==> src/rtl/wino_io_pkg.sv <==
`default_nettype none
// ============================================================================
//  Module      : wino_io_pkg
//  Description : Shared types and helpers for the Winograd I/O serdes:
//                FSM state encoding, beat-count helpers, counter widths.
//  Revision    : 1.0 - initial release
// ============================================================================
package wino_io_pkg;

    // Top-level sequencing states of the serdes
    typedef enum logic [1:0] {
        ST_COLLECT = 2'd0,
        ST_ISSUE   = 2'd1,
        ST_WAIT    = 2'd2,
        ST_DRAIN   = 2'd3
    } state_t;

    // Pin-bus beats needed to carry one input tile
    function automatic int in_beats(input int in_n, input int data_w, input int pin_w);
        return (in_n * data_w) / pin_w;
    endfunction

    // Pin-bus beats needed to carry one output tile
    function automatic int out_beats(input int out_n, input int data_w, input int pin_w);
        return (out_n * data_w) / pin_w;
    endfunction

    // Width of a counter holding 0..n-1 (at least one bit)
    function automatic int cnt_w(input int n);
        return (n <= 1) ? 1 : $clog2(n);
    endfunction

    // Counter widths for the default F(4,3) configuration
    localparam int c_def_in_beat_w  = $clog2(6);
    localparam int c_def_out_beat_w = $clog2(4);
    localparam int c_def_lat_w      = $clog2(2);

endpackage : wino_io_pkg
`default_nettype wire

==> src/rtl/wino_io_shift.sv <==
`default_nettype none
// ============================================================================
//  Module      : wino_io_shift
//  Description : W-bit register with parallel load plus PIN_W-wide slice
//                write and slice read, both selected by a slice index.
//  Revision    : 1.0 - initial release
// ============================================================================
module wino_io_shift #(
    parameter int W     = 60,
    parameter int PIN_W = 10,
    parameter int IDX_W = 3
) (
    input  logic             clk,
    input  logic             rst,
    input  logic             load_en,
    input  logic [W-1:0]     load_data,
    input  logic             wr_en,
    input  logic [IDX_W-1:0] wr_idx,
    input  logic [PIN_W-1:0] wr_data,
    input  logic [IDX_W-1:0] rd_idx,
    output logic [PIN_W-1:0] rd_data,
    output logic [W-1:0]     q
);

    localparam int c_slices = W / PIN_W;

    logic [W-1:0] data_q;

    // Storage: parallel load wins over a slice write
    always_ff @(posedge clk or posedge rst) begin
        if (rst) begin
            data_q <= '0;
        end else if (load_en) begin
            data_q <= load_data;
        end else if (wr_en) begin
            for (int s = 0; s < c_slices; s++) begin
                if (wr_idx == IDX_W'(s)) begin
                    data_q[s*PIN_W +: PIN_W] <= wr_data;
                end
            end
        end
    end

    // Slice read mux
    always_comb begin
        rd_data = '0;
        for (int s = 0; s < c_slices; s++) begin
            if (rd_idx == IDX_W'(s)) begin
                rd_data = data_q[s*PIN_W +: PIN_W];
            end
        end
    end

    assign q = data_q;

endmodule : wino_io_shift
`default_nettype wire

==> src/rtl/wino_io_serdes.sv <==
`default_nettype none
// ============================================================================
//  Module      : wino_io_serdes
//  Description : Pin-efficient front end for the Winograd conv core.
//                Deserialises PIN_W-bit beats into a tile for the core,
//                waits the fixed core latency, then serialises the result
//                back out with valid/ready. LSB beat first.
//                Optional: IO_LOOPBACK_EN adds cfg_loopback, which routes the
//                low OUT_N words of the input tile back out instead of core_Z.
//  Revision    : 1.0 - initial release
// ============================================================================
module wino_io_serdes
    import wino_io_pkg::*;
#(
    parameter int DATA_W   = 10,
    parameter int IN_N     = 6,
    parameter int OUT_N    = 4,
    parameter int PIN_W    = 10,
    parameter int CORE_LAT = 2
) (
    input  logic                    clk,
    input  logic                    rst,
`ifdef IO_LOOPBACK_EN
    input  logic                    cfg_loopback,
`endif
    input  logic                    in_valid,
    output logic                    in_ready,
    input  logic [PIN_W-1:0]        in_data,
    output logic                    out_valid,
    input  logic                    out_ready,
    output logic [PIN_W-1:0]        out_data,
    output logic                    out_last,
    output logic                    core_start,
    output logic [IN_N*DATA_W-1:0]  core_D,
    input  logic [OUT_N*DATA_W-1:0] core_Z,
    output logic                    busy
);

    localparam int c_dw    = IN_N * DATA_W;
    localparam int c_zw    = OUT_N * DATA_W;
    localparam int c_ib    = in_beats(IN_N, DATA_W, PIN_W);
    localparam int c_ob    = out_beats(OUT_N, DATA_W, PIN_W);
    localparam int c_ib_w  = cnt_w(c_ib);
    localparam int c_ob_w  = cnt_w(c_ob);
    localparam int c_lat_w = cnt_w(CORE_LAT);

    // Reject configurations the beat slicing cannot represent
    if (((IN_N * DATA_W) % PIN_W != 0) || ((OUT_N * DATA_W) % PIN_W != 0)) begin : g_bad_pin_w
        $fatal(1, "wino_io_serdes: PIN_W must divide IN_N*DATA_W and OUT_N*DATA_W");
    end
    if (CORE_LAT < 1) begin : g_bad_core_lat
        $fatal(1, "wino_io_serdes: CORE_LAT must be >= 1");
    end

    state_t              state_q, state_d;
    logic [c_ib_w-1:0]   ibeat_q, ibeat_d;
    logic [c_ob_w-1:0]   obeat_q, obeat_d;
    logic [c_lat_w-1:0]  lat_q, lat_d;

    logic                w_in_fire;
    logic                w_in_last;
    logic                w_out_fire;
    logic                w_out_last_beat;
    logic                w_zload;
    logic [c_zw-1:0]     w_zsrc;
    logic [c_dw-1:0]     w_tile_q;
    logic [PIN_W-1:0]    w_zbuf_rd;
    logic [PIN_W-1:0]    w_unused_tile_rd;
    logic [c_zw-1:0]     w_unused_zbuf_q;

    assign w_in_fire       = (state_q == ST_COLLECT) && in_valid;
    assign w_in_last       = (ibeat_q == c_ib_w'(c_ib - 1));
    assign w_out_fire      = (state_q == ST_DRAIN) && out_ready;
    assign w_out_last_beat = (obeat_q == c_ob_w'(c_ob - 1));
    assign w_zload         = (state_q == ST_WAIT) && (lat_q == c_lat_w'(CORE_LAT - 1));

    // Input tile: beat k lands in slice k, held until the next COLLECT overwrites it
    wino_io_shift #(
        .W     (c_dw),
        .PIN_W (PIN_W),
        .IDX_W (c_ib_w)
    ) u_tile (
        .clk       (clk),
        .rst       (rst),
        .load_en   (1'b0),
        .load_data ({c_dw{1'b0}}),
        .wr_en     (w_in_fire),
        .wr_idx    (ibeat_q),
        .wr_data   (in_data),
        .rd_idx    ({c_ib_w{1'b0}}),
        .rd_data   (w_unused_tile_rd),
        .q         (w_tile_q)
    );

    // Result buffer: loaded once at WAIT exit, read out slice by slice in DRAIN
    wino_io_shift #(
        .W     (c_zw),
        .PIN_W (PIN_W),
        .IDX_W (c_ob_w)
    ) u_zbuf (
        .clk       (clk),
        .rst       (rst),
        .load_en   (w_zload),
        .load_data (w_zsrc),
        .wr_en     (1'b0),
        .wr_idx    ({c_ob_w{1'b0}}),
        .wr_data   ({PIN_W{1'b0}}),
        .rd_idx    (obeat_q),
        .rd_data   (w_zbuf_rd),
        .q         (w_unused_zbuf_q)
    );

`ifdef IO_LOOPBACK_EN
    logic loopback_q;

    // Loopback select is latched at ISSUE so it stays fixed for the whole tile
    always_ff @(posedge clk or posedge rst) begin
        if (rst) begin
            loopback_q <= 1'b0;
        end else if (state_q == ST_ISSUE) begin
            loopback_q <= cfg_loopback;
        end
    end

    assign w_zsrc = loopback_q ? w_tile_q[c_zw-1:0] : core_Z;
`else
    assign w_zsrc = core_Z;
`endif

    // FSM state register
    always_ff @(posedge clk or posedge rst) begin
        if (rst) begin
            state_q <= ST_COLLECT;
        end else begin
            state_q <= state_d;
        end
    end

    // FSM next-state logic
    always_comb begin
        state_d = state_q;
        case (state_q)
            ST_COLLECT: if (w_in_fire && w_in_last)        state_d = ST_ISSUE;
            ST_ISSUE:                                      state_d = ST_WAIT;
            ST_WAIT:    if (w_zload)                       state_d = ST_DRAIN;
            ST_DRAIN:   if (w_out_fire && w_out_last_beat) state_d = ST_COLLECT;
            default:                                       state_d = ST_COLLECT;
        endcase
    end

    // FSM outputs; out_data is zero outside DRAIN
    always_comb begin
        in_ready   = (state_q == ST_COLLECT);
        core_start = (state_q == ST_ISSUE);
        out_valid  = (state_q == ST_DRAIN);
        busy       = (state_q != ST_COLLECT);
        out_last   = (state_q == ST_DRAIN) && w_out_last_beat;
        out_data   = (state_q == ST_DRAIN) ? w_zbuf_rd : '0;
    end

    // Counter next values: input beat, core latency, output beat
    always_comb begin
        ibeat_d = ibeat_q;
        obeat_d = obeat_q;
        lat_d   = lat_q;
        case (state_q)
            ST_COLLECT: if (w_in_fire)  ibeat_d = w_in_last ? '0 : ibeat_q + 1'b1;
            ST_ISSUE:                   lat_d   = '0;
            ST_WAIT:    if (!w_zload)   lat_d   = lat_q + 1'b1;
            ST_DRAIN:   if (w_out_fire) obeat_d = w_out_last_beat ? '0 : obeat_q + 1'b1;
            default: ;
        endcase
    end

    // Counter registers
    always_ff @(posedge clk or posedge rst) begin
        if (rst) begin
            ibeat_q <= '0;
            obeat_q <= '0;
            lat_q   <= '0;
        end else begin
            ibeat_q <= ibeat_d;
            obeat_q <= obeat_d;
            lat_q   <= lat_d;
        end
    end

    assign core_D = w_tile_q;

endmodule : wino_io_serdes
`default_nettype wire
==> config.mk <==
export PLATFORM = sky130hd
export DESIGN_NAME = wino_io_serdes
export DESIGN_NICKNAME = d
export VERILOG_FILES = /design/src/rtl/wino_io_pkg.sv /design/src/rtl/wino_io_shift.sv /design/src/rtl/wino_io_serdes.sv
export SDC_FILE = /design/constraint.sdc
export NUM_CORES = 1
export LEC_CHECK = 0
export CAP_MARGIN = 10
export CORE_MARGIN = 2
export CORE_UTILIZATION = 30
export CTS_BUF_LIST = sky130_fd_sc_hd__clkbuf_4 sky130_fd_sc_hd__clkbuf_8
export DETAILED_ROUTE_END_ITERATION = 7
export SLEW_MARGIN = 20
export SYNTH_ARGS = -nofsm -noshare
export SYNTH_HDL_FRONTEND = slang
export SYNTH_SLANG_ARGS = --single-unit
export TNS_END_PERCENT = 10
==> constraint.sdc <==
create_clock -name clk -period 3.3 [get_ports clk]
set_input_delay 0.66 -clock clk [delete_from_list [all_inputs] [get_ports clk]]
set_output_delay 0.66 -clock clk [all_outputs]
set_load 0.05 [all_outputs]
==> reports/metrics.sh <==
CP-END-KIND='primary output'
FINALSETUPVIOLATIONS=0
CRITICAL_PATH_PEAK_FANOUT=11
FLOORPLAN.IO_PINS=129
FP.DIEW_UM=126
POSTLAYOUTCELLAREA_UM2=6200
SYNTH.LIB_CELLS_USED.DISTINCT=29
PLACED_CELL_AREA_UM2=6010
DRT_PRE_ANTENNA_ITERS=4
POSTCTSHOLDBUFS=0
FINAL_LAYOUT_SIZE_SUFFIX_GT1_SHARE_PCT=31.7
WL_UM=11000
CTS_MAX_LEVEL=3
ROUTEDWLPERCELL_UM=17.4
DRT_ITER0_MARKERS=117
CTS_TREE='built'
GRT_START_MAX_NET_PINS=43
SYNTH-WARNING-COUNT=0
GRT_FIRST_PASS_WIRELENGTH_UM=17700
POST-CTS-SETUP-BUFFER-COUNT=0
ANTENNA_FOUND_INITIAL=0
FIN_CRIT_NS=2.92
GLOBAL_ROUTE.OVERFLOW_TOTAL=0
DATA_ARRIVAL_TIME_OF_THE_CRITICAL_PATH_NS=2.26
HOLD_PATH_CLASS='register to register'
HOLDPATHSTAGES=1
YS_SEQ_ELEMENTS=108
SYNTHESIS.NETS=375
MAX_FREQ_MHz=342
PATH_CLASS='register to primary output'
MAXIMUM_CAPACITANCE_VIOLATIONS=0
FLOORPLAN.DIE.HEIGHT_UM=126
CTS.SINK_COUNT=108
PERIOD_SHARE_PCT=88.5
SEQ_AREA_FRAC_SYNTH_PCT=60.1
GRT.BUSIEST_LAYER='met2'
GRT_MET1_USAGE_PCT=16.6
POST-LAYOUT-TOTAL-POWER_W=0.00685
MIN_DELAY_WORST_ENDPOINT='u_zbuf.q[25]'
PLACEMENT.IO_BUFFERS=128
CRIT_PATH_START_KIND='register'
RSZ0062_AT_GRT='no'
REQUIRED_NS=2.64
CLOCK_TRANSITION_AT_PATH_REGS_NS=0.10
MAXSLEWVIOLCOUNT=0
HOLD_VIOL_FINAL=0
MAXIMUM_VDD_DROP_mV=0.577
SYNTH_TOP_FAMILY_BY_AREA='multiplexers'
ROUTED_VIA_DENSITY=4.67
REG2REG_TO='u_tile.q[37]'
INITIAL_STANDARD_CELL_UTILIZATION_OF_THE_CORE_PCT=30.8
MET3_USAGE_PCT=7.09
CTS_INSERTED_BUFFERS=9
SYNTH.CELL_AREA_UM2=4500
SYNTH.AREA.MUX_SHARE_PCT=25.5
RUN_STATUS='finished clean'
DRC=0
GPL.FINAL_WEIGHTED_CONGESTION=0.834
GR-USAGE-ALL-LAYERS_PCT=14.2
LEAKAGE_nW=2.64
STDCELL_COUNT=632
REG2REG_SETUP_SLACK_NS=1.22
P_PER_CELL_AREA_nW_PER_UM2=1110
FIN_NETS=507
ANTENNA_CELLS_INSERTED=0
CLOCK_NETWORK_LATENCY_TO_THE_LATER_PIN_OF_THE_WORST_SKEW_PAIR_NS=0.38
YOSYSTOPAREACELL='sky130_fd_sc_hd__dfrtp_1'
SYN-INSTANCE-COUNT=311
ANTENNA_LEFT=0
CTS-ROOT-BUF='sky130_fd_sc_hd__clkbuf_8'
YOSYS.AREA_SHARE.XOR_XNOR_PCT=0.195
CORE-AREA_UM2=14600
TIMING.CLOCK.SKEW_NS=0.0110
CLOCK_PATH_BUFFERS=2
TIGHTEST_SLEW_NS=0.866
POST-ROUTE-WORST-SETUP-SLACK_NS=0.380
AREA_DELTA_SYNTH_FINAL_PCT=37.7
SYNTH.TOP_CELL.AREA_SHARE_PCT=60.1
WORST_R2R_PATH_DEPTH=5
AVGSYNTHCELLAREA_UM2=14.5
TIMING.HOLD.WORST.START='u_zbuf.q[25]'
SLEW-LIMIT-HEADROOM_PCT=42.2
HPWLAFTERDP_UM=8000
DIE_AREA_UM2=16000
VIA_COUNT=2953
REGTOREGSTARTPOINT='state_q[0]'
SETUP_TOTAL_NEGATIVE_SLACK_NS=0
SYNTH-SIMPLE-AREA-SHARE_PCT=3.75
DETAILEDPLACE.WORSTSLACK_NS=0.555
SYNTH_COMPOUND_GATE_AREA_SHARE_PCT=5.53
DP.CELLS=616
VIAS_IN_THE_FIRST_GLOBAL_ROUTE=3229
GLOBALROUTEMET2UTIL_PCT=23.0
SYNTHADDERAREAFRAC_PCT=2.78
SYNTHTOPCELLSBYAREA='sky130_fd_sc_hd__dfrtp_1 (60%), sky130_fd_sc_hd__mux2_2 (25%), sky130_fd_sc_hd__ha_1 (2.8%)'
PLACEMENT_ROWS=44
==> worst max-delay path by stage <==
stage                          start           to  slack (ns)  cells past startpoint
after floorplan           state_q[1]  out_data[0]        0.15                      5
after global placement    obeat_q[0]  out_data[1]        0.78                      5
after detailed placement  obeat_q[1]  out_data[8]        0.56                      6
after CTS                 obeat_q[1]  out_data[8]        0.11                      6
after global routing      obeat_q[1]  out_data[8]        0.15                      6
final                     obeat_q[1]  out_data[8]        0.38                      6
==> Yosys cell counts, drive strengths merged <==
library cell  count
a221o             1
nor2b             2
nor4b             3
a211oi            1
a21oi             1
and2              3
inv               9
clkbuf            9
ha               10
a2111oi           1
a221oi           10
mux2            102
nand3             3
nor3              1
o21ai            20
nand4b            1
buf               5
nand2            14
a21boi            1
o21bai            1
dfrtp           108
a21o              2
nor2              2
xnor2             1
==> worst max-delay path: stages (launching register included) <==
cell and delay (ns):
sky130_fd_sc_hd__dfrtp_1 0.41, sky130_fd_sc_hd__inv_1 0.08, sky130_fd_sc_hd__ha_1 0.34, sky130_fd_sc_hd__nor2b_2 0.43
sky130_fd_sc_hd__a221oi_1 0.14, sky130_fd_sc_hd__o21ai_0 0.25, sky130_fd_sc_hd__buf_4 0.24
==> logic make-up after synthesis <==
group | Yosys count
flip-flops | 108
adder cells (fa/ha/maj) | 10
multiplexers | 102
XOR/XNOR | 1
AND/OR/NAND/NOR | 29
buffers and inverters | 23
AO/OA/AOI/OAI | 38
==> power breakdown <==
group          internal, W  switching [W]
Combinational      0.00148        0.00229
Clock             0.000286       0.000472
Sequential         0.00195       0.000369
==> per-layer routing <==
metal | wire length, um | vias up
li1 | - | 1380
met1 | 4490 | 1455
met2 | 5190 | 108
met3 | 1170 | 10
met4 | 133 | 0
met5 | 0 | -
==> metrics by stage <==
stage | hold slack (ns) | util (%)
6_report | 0.509 | 42.5
5_1_grt | 0.525 | 42.5
4_1_cts | 0.515 | 42.5
3_5_place_dp | 0.491 | 41.2
3_3_place_gp | 0.485 | 41.2
2_1_floorplan | 0.474 | -
==> flip-flops by register name (all words and copies together), names as in the netlist <==
register	count
u_tile.q	60
u_zbuf.q	40
ibeat_q	3
obeat_q	2
state_q	2
lat_q	1
==> timing repair <==
item	in CTS	in global routing
gates resized for setup	0	1
setup endpoints to repair	0	9
endpoints found under the hold margin	0	0
==> cells in the final DEF (no fill, tap or decap), types with 7 or more instances in the layout <==
cell type,instances
sky130_fd_sc_hd__buf_4,15
sky130_fd_sc_hd__dfrtp_1,108
sky130_fd_sc_hd__inv_1,7
sky130_fd_sc_hd__a221oi_1,10
sky130_fd_sc_hd__nand2_1,14
sky130_fd_sc_hd__mux2_2,101
sky130_fd_sc_hd__ha_1,10
sky130_fd_sc_hd__clkdlybuf4s50_1,118
sky130_fd_sc_hd__clkbuf_8,9
sky130_fd_sc_hd__o21ai_0,20
==> area by class of cell <==
class	instances	area, um2
inverters	9	37.5
flip-flops and latches	108	2700
fillers	1377	8390
clock inverters	7	58.8
clock buffers	9	124
repair buffers	135	1330
well taps	184	230
multi-input cells	180	1710
Note: power is estimated with default switching activity, not from simulation.
